==> src/rtl/parity_frame_rx.sv <==
// Serial frame receiver: start bit, DATA_W data bits (LSB first), parity bit, stop bit.
// Presents the data word with a parity-match flag, a stop-bit error flag and a one-cycle valid pulse.
module parity_frame_rx #(
   parameter int unsigned DATA_W     = 3,
   parameter bit          PARITY_ODD = 1'b0
) (
   input  logic              clk,
   input  logic              rst_n,
   input  logic              bit_en,
   input  logic              rx_in,
   output logic [DATA_W-1:0] data_out,
   output logic              par_ok,
   output logic              frame_err,
   output logic              out_valid,
   output logic              busy
);

   localparam logic [1:0] IDLE   = 2'd0;
   localparam logic [1:0] DATA   = 2'd1;
   localparam logic [1:0] PARITY = 2'd2;
   localparam logic [1:0] STOP   = 2'd3;

   localparam int unsigned CntW = (DATA_W > 1) ? $clog2(DATA_W) : 1;
   localparam logic [CntW-1:0] LastCnt = CntW'(DATA_W - 1);

   logic [1:0]        r_state;
   logic [CntW-1:0]   r_cnt;
   logic [DATA_W-1:0] r_shift;
   logic              r_pbit;
   logic [DATA_W-1:0] r_data;
   logic              r_par_ok;
   logic              r_frame_err;
   logic              r_out_valid;

   logic [1:0]        w_state_d;
   logic [CntW-1:0]   w_cnt_d;
   logic [DATA_W-1:0] w_shift_d;
   logic              w_pbit_d;
   logic              w_stop_edge;
   logic              w_par_calc;

   assign w_par_calc = (^r_shift) ^ PARITY_ODD;

   always_comb begin
      w_state_d   = r_state;
      w_cnt_d     = r_cnt;
      w_shift_d   = r_shift;
      w_pbit_d    = r_pbit;
      w_stop_edge = 1'b0;
      if (bit_en) begin
         unique case (r_state)
            IDLE: begin
               // Any low sample starts a frame; there is no mid-bit re-check.
               if (!rx_in) begin
                  w_state_d = DATA;
                  w_cnt_d   = '0;
               end
            end
            DATA: begin
               w_shift_d[r_cnt] = rx_in;
               if (r_cnt == LastCnt) begin
                  w_state_d = PARITY;
               end else begin
                  w_cnt_d = r_cnt + 1'b1;
               end
            end
            PARITY: begin
               w_pbit_d  = rx_in;
               w_state_d = STOP;
            end
            STOP: begin
               w_stop_edge = 1'b1;
               w_state_d   = IDLE;
            end
            default: w_state_d = IDLE;
         endcase
      end
   end

   always_ff @(posedge clk or negedge rst_n) begin
      if (!rst_n) begin
         r_state <= IDLE;
         r_cnt   <= '0;
         r_shift <= '0;
         r_pbit  <= 1'b0;
      end else begin
         r_state <= w_state_d;
         r_cnt   <= w_cnt_d;
         r_shift <= w_shift_d;
         r_pbit  <= w_pbit_d;
      end
   end

   // Result registers; out_valid drops on the following edge even when bit_en is low.
   always_ff @(posedge clk or negedge rst_n) begin
      if (!rst_n) begin
         r_data      <= '0;
         r_par_ok    <= 1'b0;
         r_frame_err <= 1'b0;
         r_out_valid <= 1'b0;
      end else begin
         r_out_valid <= w_stop_edge;
         if (w_stop_edge) begin
            r_data      <= r_shift;
            r_par_ok    <= (r_pbit == w_par_calc);
            r_frame_err <= ~rx_in;
         end
      end
   end

   assign data_out  = r_data;
   assign par_ok    = r_par_ok;
   assign frame_err = r_frame_err;
   assign out_valid = r_out_valid;
   assign busy      = (r_state != IDLE);

endmodule

==> config.mk <==
export PLATFORM = sky130hd
export DESIGN_NAME = parity_frame_rx
export DESIGN_NICKNAME = d
export VERILOG_FILES = /design/src/rtl/parity_frame_rx.sv
export SDC_FILE = /design/constraint.sdc
export NUM_CORES = 1
export LEC_CHECK = 0
export ABC_AREA = 1
export CAP_MARGIN = 20
export CORE_UTILIZATION = 25
export CTS_CLUSTER_DIAMETER = 30
export DETAILED_ROUTE_END_ITERATION = 8
export PLACE_DENSITY = 0.5
export SYNTH_ARGS = -nofsm -noshare
export SYNTH_HDL_FRONTEND = slang
export SYNTH_SLANG_ARGS = --single-unit
==> constraint.sdc <==
create_clock -name clk -period 1.6 [get_ports clk]
set_clock_uncertainty 0.2 [all_clocks]
set_input_delay 0.4 -clock clk [delete_from_list [all_inputs] [get_ports clk]]
set_output_delay 0.4 -clock clk [all_outputs]
set_load 0.05 [all_outputs]
# Word level (Yosys, flattened, before mapping)
# Cells that the tools add are included.
classes:
  n_eq_ne: 8
  addsub: 1
  bitwise_logic: 1
  order_cmp: 2
  muxes: 11
  n_reduce_logical: 9
ops:
  columns: ["op", "n"]
  rows:
  - ["$mux W2", 4]
  - ["$pmux W2 S4", 1]
  - ["$eq A2 B2 Y1 const B", 3]
  - ["$ne A2 B2 Y1 const B", 3]
  - ["$pmux W2 S2", 1]
  - ["$reduce_and A2 Y1", 2]
  - ["$reduce_and A4 Y1", 1]
  - ["$reduce_bool A2 Y1", 2]
  - ["$bwmux W3", 1]
  - ["$lt A2 B3 Y1 const B", 1]
  - ["$mux W1", 3]
  - ["$reduce_and A3 Y1", 1]
  - ["$reduce_xor A3 Y1", 1]
  - ["$add A2 B1 Y2 const B", 1]
  - ["$demux W1 S2", 1]
  - ["$eq A2 B1 Y1 const B", 1]
  - ["$ge A2 B1 Y1 const B", 1]
  - ["$logic_not A2 Y1", 1]
  - ["$eq A1 B1 Y1", 1]
  - ["$logic_and A1 B1 Y1", 1]
  - ["$not A1 Y1", 1]
word_totals:
  inputBits: 4
  elab_cells: 40
  ff_bits: 14
  out_inout_bits: 7

# Depth between registers and ports, before layout
# Gate-level depths: netlist of run 1.
depth:
  ltp_word: 5
  mapped_depth: 9
  mapped_depth_nobuf: 9

# Worst setup path before layout of run 1
# OpenSTA, ideal clock, no wires.
synth_path:
  path_kind: "register to output"
  startpoint: "reg r_state[0]"
  endpoint: "out busy"
  n_path_buf: 0
  required_ns: 1.000
  arrival_ns: 1.011
  path_stages_with_launch: 4
  slack_ns: -0.011
  path_cell_list: "dfrtp_1 inv_1 ha_1 inv_1"
synth_between:
  elab_chain_cells: 1
synth_rtl:
  columns: ["element", "line", "rtl"]
  rows:
  - ["from (decl)", "26", "logic [1:0] r_state;"]
  - ["from (signal assigned)", "87", "r_state <= w_state_d;"]
  - ["$reduce_bool A2 Y1", "115", "assign busy = (r_state != IDLE);"]
  - ["to (decl)", "15", "output logic busy"]
# No other way between the ends.

# Worst setup path after layout of run 1
layout_path:
  startpoint: "reg r_state[1]"
  endpoint: "out busy"
# The elaborated chain is that of the path after synthesis.

==> metrics.csv, run 1 <==
stage;metric;value;unit
cts;root_buffer;clkbuf_4;
cts;cts_buffers;3;
floorplanning;core;2830;um2
detailed_routing;viasPerCell;4.25;
synth;synthTopCellsByCount;30 x nand2_1, 14 x dfrtp_1, 13 x inv_1;
detailed_routing;vias;620;
synth;synthTopCellsByArea;dfrtp_1 45%, nand2_1 15%, ha_1 13%;
timing;fin_ws;-0.147;ns
finish;syn_to_final_growth;45.5;%
floorplanning;row_count;19;
worst_setup_path;arrival;1.15;ns
floorplanning;dieWidth;57.5;um
floorplanning;pin_count;11;
worst_hold_path;hp-class;input port to asynchronous set/reset pin;
finish;drive_above_1_share;0.313;
grt;grtUsageTotal;0.108;
cts;clockBufferDepth;2;
timing;maxSlewHeadroom;0.868;
synth;synth_mux_area_frac;0;
grt;grt_max_degree;15;
synth;synth_cells;91;
grt;antenna_found_initial;0;
timing;slew_viol_final;0;
synth;yosysSeqAreaShare;0.455;
detailed_routing;wl;1550;um
finish;postLayoutCoreUtil;0.396;
synth;ys_ff_latch;14;
timing;fmax;572;MHz
grt;grt_first_pass_wirelength;2680;um
timing;hold_viol;0;
detailed_routing;drc;3;
worst_setup_path;critical_path_class;flip-flop to primary output;
outcome;status;finished, violations left;
floorplanning;start_util;0.272;
cts;clkSlewWorstSetupHoldPaths;0.09;ns
timing;setup_viol;1;
cts;cts.htree.levels;1;
placed_design;place.gp.congestion;0.711;
placed_design;numPortBuffers;10;
synth;synth_top_family_by_area;simple AND/OR/NAND/NOR gates;
synth;synth_adder_area_share;0.130;
detailed_routing;drtIter0Drc;13;
cts;cts_tree;done;
finish;final_nets;128;
outcome;failed_checks;design-rule violations, negative setup slack;
cts;insertion_delay;0.27;ns
synth;synth_ff_type;dfrtp_1;
grt;grt-ovfl-total;0;
synth;syn_avg_cell_area;8.47;um2
synth;synth_most_common_cell;nand2_1;
power_and_ir_drop;power.density;2120;nW/um2
synth;yosysWarnings;0;
worst_setup_path;crit_fanout;2;
worst_setup_path;required;1.00;ns
flow_run;maxCapViolCount;0;
cts;cts_hold_buffers;0;
timing;rsz0062_at_grt;true;
placed_design;dp_slack;-0.0659;ns
synth;synthArstFlopShare;1.00;
synth;synth-edff-count;0;
power_and_ir_drop;p_leak;0.570;nW
placed_design;place_hpwl;1110;um
synth;post_synth_num_cell_types;15;
synth;synth_top_area_frac;0.455;
floorplanning;die_h;57.5;um
synth;syn_area;771;um2
floorplanning;dieArea;3310;um2
synth;synth-compound-area-share;0.0958;
detailed_routing;post_drt_wl_per_cell;10.6;um
timing;period_share;1.09;
synth;synth_xor_area_frac;0;
synth;synth-simple-area-share;0.237;
grt;grt_pass1_vias;613;
worst_setup_path;cp-start-kind;flip-flop;
detailed_routing;firstDrtPassIters;6;
timing;tightest_slew;0.197;ns
synth;yosysTopAreaCell;dfrtp_1;
synth;syn_nets;103;
cts;clkSinkCount;14;
worst_setup_path;cp-end-kind;primary output;
detailed_routing;ant_nets;0;
finish;diodes;0;
power_and_ir_drop;ir_worst_vdd;836;uV
timing;min_period;1.75;ns
==> cell families after synthesis <==
| family | Yosys count |
|---|---|
| AO/OA/AOI/OAI | 11 |
| adder cells (fa/ha/maj) | 8 |
| buffers and inverters | 15 |
| flip-flops | 14 |
| AND/OR/NAND/NOR | 43 |
==> path summary, 6_finish.rpt <==
kind                       depth (start not counted)  slack (ns)     endpoint  startpoint
max reg2reg                                        7        0.09       par_ok  r_state[1]
min reg2reg                                        2        0.31     r_cnt[0]    r_cnt[0]
min                                                2        0.22  data_out[2]       rst_n
min in group clk                                   2        0.31     r_cnt[0]    r_cnt[0]
max in group asynchronous                          2        0.80   r_state[1]       rst_n
max                                                4       -0.15         busy  r_state[1]
==> report_power, final <==
| part | leakage [nW] | switching, W | total (W) | internal, W |
|---|---|---|---|---|
| sequential | 0.179 | 0.000143 | 0.000650 | 0.000507 |
| combinational | 0.371 | 0.000784 | 0.00147 | 0.000690 |
| clock | 0.0210 | 0.000115 | 0.000254 | 0.000138 |
| total | 0.570 | 0.00104 | 0.00238 | 0.00134 |
==> critical path, stage by stage, from the launching register on <==
cell and delay (ns):
dfrtp_1 0.39, inv_2 0.09, ha_4 0.15, clkinvlp_4 0.09
buf_12 0.15
==> through the flow <==
| step | instance area [um2] | TNS, ns | instances | hold slack, ns | total power [W] |
|---|---|---|---|---|---|
| 2_1_floorplan | 777 | 0 | 91 | -0.0956 | 0.00141 |
| 3_3_place_gp | 1030 | -0.299 | 138 | 0.290 | 0.00195 |
| 3_5_place_dp | 1030 | -0.379 | 138 | 0.294 | 0.00198 |
| 4_1_cts | 1090 | -0.172 | 144 | 0.223 | 0.00232 |
| 5_1_grt | 1120 | -0.207 | 146 | 0.233 | 0.00257 |
| 6_report | 1120 | -0.147 | 146 | 0.225 | 0.00238 |
==> area by class of cell <==
class	count	area, um2
Timing Repair Buffer	21	253
Multi-Input combinational cell	62	387
Inverter	14	56.3
Sequential cell	14	350
Tap cell	31	38.8
Clock buffer	4	36.3
Fill cell	284	1710
==> flip-flops by register name, indices dropped and copies added, names as in the netlist <==
name / flops
data_out: 3
frame_err: 1
out_valid: 1
par_ok: 1
r_cnt: 2
r_pbit: 1
r_shift: 3
r_state: 2
==> placed cells by master (no fill, tap or decap), drive strengths merged <==
cell,Yosys,layout
a21oi,1,1
dfrtp,14,14
nand3,7,7
clkinvlp,0,1
clkbuf,0,4
inv,14,13
clkdlybuf4s50,0,3
o21ai,8,8
nand2,32,32
buf,1,18
a31oi,1,1
ha,8,8
nor2,4,4
a21boi,1,1
==> repair_timing <==
item | CTS | global route
pin swaps | 1 | 2
setup buffers | 2 | 3
setup endpoints to repair | 1 | 3
gates resized for setup | 3 | 5
==> routing by layer <==
metal  track usage  vias up  routed length [um]
li1              -      332                   -
met1         0.132      277                 719
met2         0.178        9                 760
met3        0.0476        2                  56
met4        0.0209        0                  10
met5             0        -                   0
Note: power is estimated with default switching activity, not from simulation.
==> inputs of run 2 (changes only) <==
ABC_AREA = default   (was 1)
SETUP_SLACK_MARGIN = 0.4   (was default)
==> run 2 against run 1 <==
Effect of this change: the flow finishes with violations (negative setup slack); final cell count shrank 14%; design area grew 12%; count of clock-buffer cells in the layout is the same; synthesized area shrank 6.0%; utilization grew 5.9 points; power grew 17%; register-to-register slack lost 0.23 ns; global-route usage grew 0.29 points; worst hold slack gained 0.010 ns; maximum frequency shrank 1.5%; sequential power grew 3.4%; critical path depth is the same; largest power group unchanged.
==> metrics.csv, run 2 <==
stage;metric;value;unit
timing;period_share;1.11;
synth;synthTopCellsByCount;14 x dfrtp_1, 8 x ha_1, 7 x mux2_2;
detailed_routing;drc;0;
synth;syn_area;724;um2
timing;rsz0062_at_grt;true;
floorplanning;pin_count;11;
grt;grt_pass1_vias;583;
finish;stdcell_area;1250;um2
worst_setup_path;crit_fanout;2;
floorplanning;row_count;19;
synth;synth-edff-count;0;
synth;synth_cells;60;
cts;cts.htree.levels;1;
placed_design;dp_cells;110;
cts;insertion_delay;0.28;ns
floorplanning;die_h;55.8;um
outcome;status;finished, violations left;
power_and_ir_drop;ir_worst_vdd;1320;uV
timing;hold_viol;0;
timing;setup_viol;8;
worst_setup_path;cp-end-kind;primary output;
placed_design;dpl_cell_area;1060;um2
worst_setup_path;cp-start-kind;flip-flop;
finish;syn_to_final_growth;73.2;%
worst_setup_path;required;1.00;ns
synth;ys_ff_latch;14;
synth;yosysWarnings;0;
detailed_routing;post_drt_wl_per_cell;12.5;um
timing;min_period;1.77;ns
grt;grt_first_pass_wirelength;2620;um
placed_design;place.gp.congestion;0.702;
cts;cts_tree;done;
timing;fmax;564;MHz
finish;stdcell_count;125;
finish;drive_above_1_share;0.606;
detailed_routing;vias;550;
cts;clkSlewWorstSetupHoldPaths;0.09;ns
grt;grtUsageTotal;0.111;
synth;yosysSeqAreaShare;0.484;
detailed_routing;firstDrtPassIters;1;
synth;synth_top_area_frac;0.484;
timing;fin_ws;-0.174;ns
floorplanning;start_util;0.263;
finish;diodes;0;
synth;synth_ff_type;dfrtp_1;
timing;tightest_slew;0.187;ns
grt;grt_max_degree;15;
floorplanning;core;2760;um2
flow_run;maxCapViolCount;0;
synth;syn_avg_cell_area;12.1;um2
cts;clockBufferDepth;2;
power_and_ir_drop;power.density;2210;nW/um2
cts;clkSinkCount;14;
finish;final_nets;107;
floorplanning;dieWidth;55.8;um
placed_design;place_hpwl;1090;um
timing;slew_viol_final;0;
grt;grt-ovfl-total;0;
synth;yosysTopAreaCell;dfrtp_1;
power_and_ir_drop;p_leak;0.598;nW
cts;cts_buffers;3;
synth;synth_most_common_cell;dfrtp_1;
cts;root_buffer;clkbuf_4;
synth;synthTopCellsByArea;dfrtp_1 48%, ha_1 14%, mux2_2 11%;
detailed_routing;viasPerCell;4.40;
timing;maxSlewHeadroom;0.875;
grt;antenna_found_initial;0;
worst_setup_path;critical_path_class;flip-flop to primary output;
synth;syn_nets;72;
finish;layout_common_cells;14 x buf_4, 12 x dfrtp_1, 7 x buf_12, 6 x mux2_4, 6 x buf_6;
placed_design;numPortBuffers;10;
synth;post_synth_num_cell_types;19;
detailed_routing;drtIter0Drc;0;
placed_design;dp_slack;-0.245;ns
detailed_routing;ant_nets;0;
worst_setup_path;arrival;1.17;ns
synth;synthArstFlopShare;1.00;
floorplanning;dieArea;3120;um2
outcome;failed_checks;negative setup slack;
worst_hold_path;hp-class;input port to asynchronous set/reset pin;
detailed_routing;wl;1560;um
finish;final_common_cell;buf_4;
==> run 2: cell count changes after synthesis, moves of 4 or more <==
cell / delta
nand2_1: -25
mux2_2: +7
nand3_1: -4
inv_1: -7
o21ai_0: -5
==> run 2: cells by family after synthesis <==
group	count (synthesis)	share of synthesized area
xor+xnor	3	0.0363
mux	9	0.138
flops	14	0.484
buf+inv	6	0.0311
fa+ha+maj	8	0.138
simple gates	13	0.0829
compound gates	7	0.0898
==> run 2: worst paths after layout <==
kind / slack, ns / cells after the start / endpoint / from
setup reg to reg: -0.14 / 7 / r_cnt[0] / r_state[1]
hold reg to reg: 0.33 / 1 / r_pbit / r_pbit
max in group asynchronous: 0.78 / 2 / frame_err / rst_n
hold / removal: 0.24 / 2 / r_cnt[1] / rst_n
setup / recovery: -0.17 / 4 / busy / r_state[0]
min in group clk: 0.33 / 1 / r_pbit / r_pbit
==> run 2: report_power, final <==
group / leakage (nW) / switching [W] / total [W] / internal, W
registers: 0.172 / 0.000148 / 0.000672 / 0.000524
logic: 0.405 / 0.000813 / 0.00185 / 0.00103
clock network: 0.0210 / 0.000119 / 0.000258 / 0.000138
==> run 2: worst max-delay path, cell delays in order, from the launching register on <==
cell,delay [ns]
dfrtp_1,0.41
inv_2,0.09
ha_4,0.16
clkinvlp_4,0.09
buf_12,0.15
==> run 2: metrics by stage <==
step | utilization | hold WS, ns | power [W] | TNS [ns]
2_1_floorplan | - | -0.0956 | 0.00154 | 0
3_3_place_gp | 0.384 | 0.310 | 0.00214 | -1.97
3_5_place_dp | 0.384 | 0.316 | 0.00215 | -2.18
4_1_cts | 0.432 | 0.233 | 0.00263 | -0.319
5_1_grt | 0.455 | 0.243 | 0.00294 | -1.24
6_report | 0.455 | 0.235 | 0.00278 | -0.852
==> run 2: repair_timing <==
action,in CTS,in global routing
gates cloned,0,0
pin swaps,5,7
resized for setup,11,8
endpoints found under the setup margin,21,21
hold buffers,0,0
buffers inserted,6,5
==> run 2: area by class of cell <==
class | instances | area, um2
tap | 31 | 38.8
fill | 261 | 1500
inverter | 6 | 26.3
sequential | 14 | 353
timing repair buffer | 30 | 342
clock buffer | 4 | 36.3
multi-input combinational | 40 | 459
==> run 2: layer usage <==
metal,global-route usage,vias up,part of all wire
met5,0,-,0
met4,0.0627,0,0.0070
met3,0.0209,2,0.027
met2,0.182,10,0.48
met1,0.137,264,0.48
li1,-,274,-
==> inputs of run 3 (changes only) <==
CELL_PAD_IN_SITES_DETAIL_PLACEMENT = 1   (was default)
CELL_PAD_IN_SITES_GLOBAL_PLACEMENT = 2   (was default)
PLACE_DENSITY = 0.66   (was 0.5)
==> run 3 against run 2 <==
Effect of this change: the flow still finishes with violations (negative setup slack); sequential power increased by 0.9%; highest routed layer unchanged; design area increased by 1.2%; largest power group unchanged; critical path type unchanged; sequential share of layout area decreased by 0.33 points; worst hold slack got worse by 0.00097 ns; critical path depth unchanged; maximum frequency increased by 1.3%.
==> metrics.csv, run 3 (synthesis gave the netlist of run 2 again) <==
stage;metric;value;unit
outcome;status;finished, violations left;
outcome;failed_checks;negative setup slack;
worst_setup_path;cp-endpoint;busy;
worst_setup_path;timing.rr.end;r_state[1];
worst_setup_path;path_cells;inv_2 -> ha_4 -> clkinvlp_4 -> buf_12;
power_and_ir_drop;power.density;2220;nW/um2
worst_setup_path;r2r_start;r_state[0];
finish;drive_above_1_share;0.634;
power_and_ir_drop;ir_worst_vdd;1250;uV
cts;clkSinkCount;14;
detailed_routing;ant_nets;0;
grt;grt_max_degree;15;
detailed_routing;wl;1710;um
timing;fmax;571;MHz
placed_design;numPortBuffers;10;
finish;stdcell_area;1270;um2
worst_setup_path;crit_start;r_state[1];
cts;insertion_delay;0.27;ns
detailed_routing;viasPerCell;4.56;
worst_setup_path;path_buf_inv;3;
worst_hold_path;hp-class;input port to asynchronous set/reset pin;
worst_setup_path;crit_fanout;2;
worst_setup_path;cp.depth;4;
timing;tightest_slew;0.187;ns
placed_design;place.gp.congestion;0.708;
grt;grt_pass1_vias;609;
worst_setup_path;critical_path_class;flip-flop to primary output;
cts;cts_tree;done;
worst_setup_path;critPathMaxStageDelay;0.41;ns
worst_setup_path;r2r_cells;7;
floorplanning;core;2760;um2
worst_setup_path;cp-start-kind;flip-flop;
timing;slew_viol_final;0;
timing;min_period;1.75;ns
detailed_routing;drc;0;
timing;fin_ws;-0.151;ns
cts;cts_buffers;3;
finish;fillers;288;
worst_setup_path;rrSetupSlack;-0.14;ns
timing;period_share;1.09;
finish;final_nets;106;
placed_design;place_hpwl;1230;um
flow_run;maxCapViolCount;0;
detailed_routing;firstDrtPassIters;3;
worst_setup_path;required;1.00;ns
floorplanning;pin_count;11;
detailed_routing;vias;565;
worst_setup_path;arrival;1.15;ns
timing;hold_viol;0;
grt;grt-ovfl-total;0;
placed_design;dpl_cell_area;1070;um2
timing;setup_viol;9;
floorplanning;dieWidth;55.8;um
floorplanning;dieArea;3120;um2
finish;postLayoutCoreUtil;0.461;
finish;final_common_cell;buf_4;
finish;syn_to_final_growth;75.3;%
detailed_routing;drtIter0Drc;9;
timing;rsz0062_at_grt;true;
cts;root_buffer;clkbuf_4;
cts;clkSlewWorstSetupHoldPaths;0.09;ns
cts;cts_hold_buffers;0;
cts;clockBufferDepth;2;
detailed_routing;post_drt_wl_per_cell;13.8;um
power_and_ir_drop;p_leak;0.597;nW
grt;grt_first_pass_wirelength;3000;um
cts;cts.htree.levels;1;
worst_setup_path;cp-end-kind;primary output;
finish;layout_common_cells;14 x buf_4, 12 x dfrtp_1, 7 x mux2_4, 7 x buf_12, 5 x buf_6;
grt;antenna_found_initial;0;
finish;diodes;0;
worst_setup_path;crit_family;flip-flops;
timing;maxSlewHeadroom;0.875;
worst_setup_path;critPathSlowestCell;dfrtp_1;
floorplanning;die_h;55.8;um
floorplanning;start_util;0.263;
floorplanning;row_count;19;
grt;grtUsageTotal;0.127;
[run 3: cell types whose count changed in the layout (fill, tap and decap cells not counted), sizes merged]
| cell | previous run | this run |
|---|---|---|
| buf | 27 | 26 |
[run 3: layout make-up]
cell class              count  area (um2)  share of cell area
repair buffers             29         330               0.260
clock buffers               4        36.3              0.0286
inverters                   6        26.3              0.0207
flip-flops and latches     14         353               0.278
multi-input cells          40         485               0.382
well taps                  31        38.8              0.0305
[run 3: worst min-delay path by stage]
| stage | startpoint | endpoint | slack [ns] |
|---|---|---|---|
| after floorplan | rst_n | data_out[0] | -0.1 |
| after global placement | par_ok | par_ok | 0.30 |
| after detailed placement | r_pbit | r_pbit | 0.32 |
| after CTS | rst_n | data_out[0] | 0.23 |
| after global routing | rst_n | r_shift[2] | 0.23 |
| final | rst_n | data_out[0] | 0.23 |
[run 3: layer usage]
layer	track usage	wire (um)
met2	0.224	938
met1	0.150	718
met5	0	0
met4	0.0523	14
met3	0.0256	37
[run 3: report_power, final]
group	switching, W	leakage [nW]	internal (W)	total (W)
Clock	0.000117	0.0210	0.000138	0.000255
Combinational	0.000849	0.405	0.00104	0.00189
Sequential	0.000154	0.172	0.000524	0.000678
Total	0.00112	0.597	0.00170	0.00282
[run 3: per-stage QoR]
| stage | power, W | hold slack [ns] | setup WS (ns) | TNS [ns] | instances |
|---|---|---|---|---|---|
| after floorplan | 0.00154 | -0.0956 | 0.0542 | 0 | 60 |
| after global placement | 0.00215 | 0.305 | -0.264 | -2.47 | 111 |
| after detailed placement | 0.00221 | 0.316 | -0.282 | -2.55 | 111 |
| after CTS | 0.00275 | 0.231 | -0.156 | -0.758 | 121 |
| after global routing | 0.00301 | 0.229 | -0.212 | -1.28 | 124 |
| final | 0.00282 | 0.234 | -0.151 | -0.803 | 124 |
[run 3: repair_timing]
| item | 4_1_cts | 5_1_grt |
|---|---|---|
| resized for setup | 19 | 6 |
| pin swaps | 9 | 6 |
| cloned | 0 | 0 |
| setup endpoints to repair | 21 | 21 |
| buffers inserted | 6 | 3 |
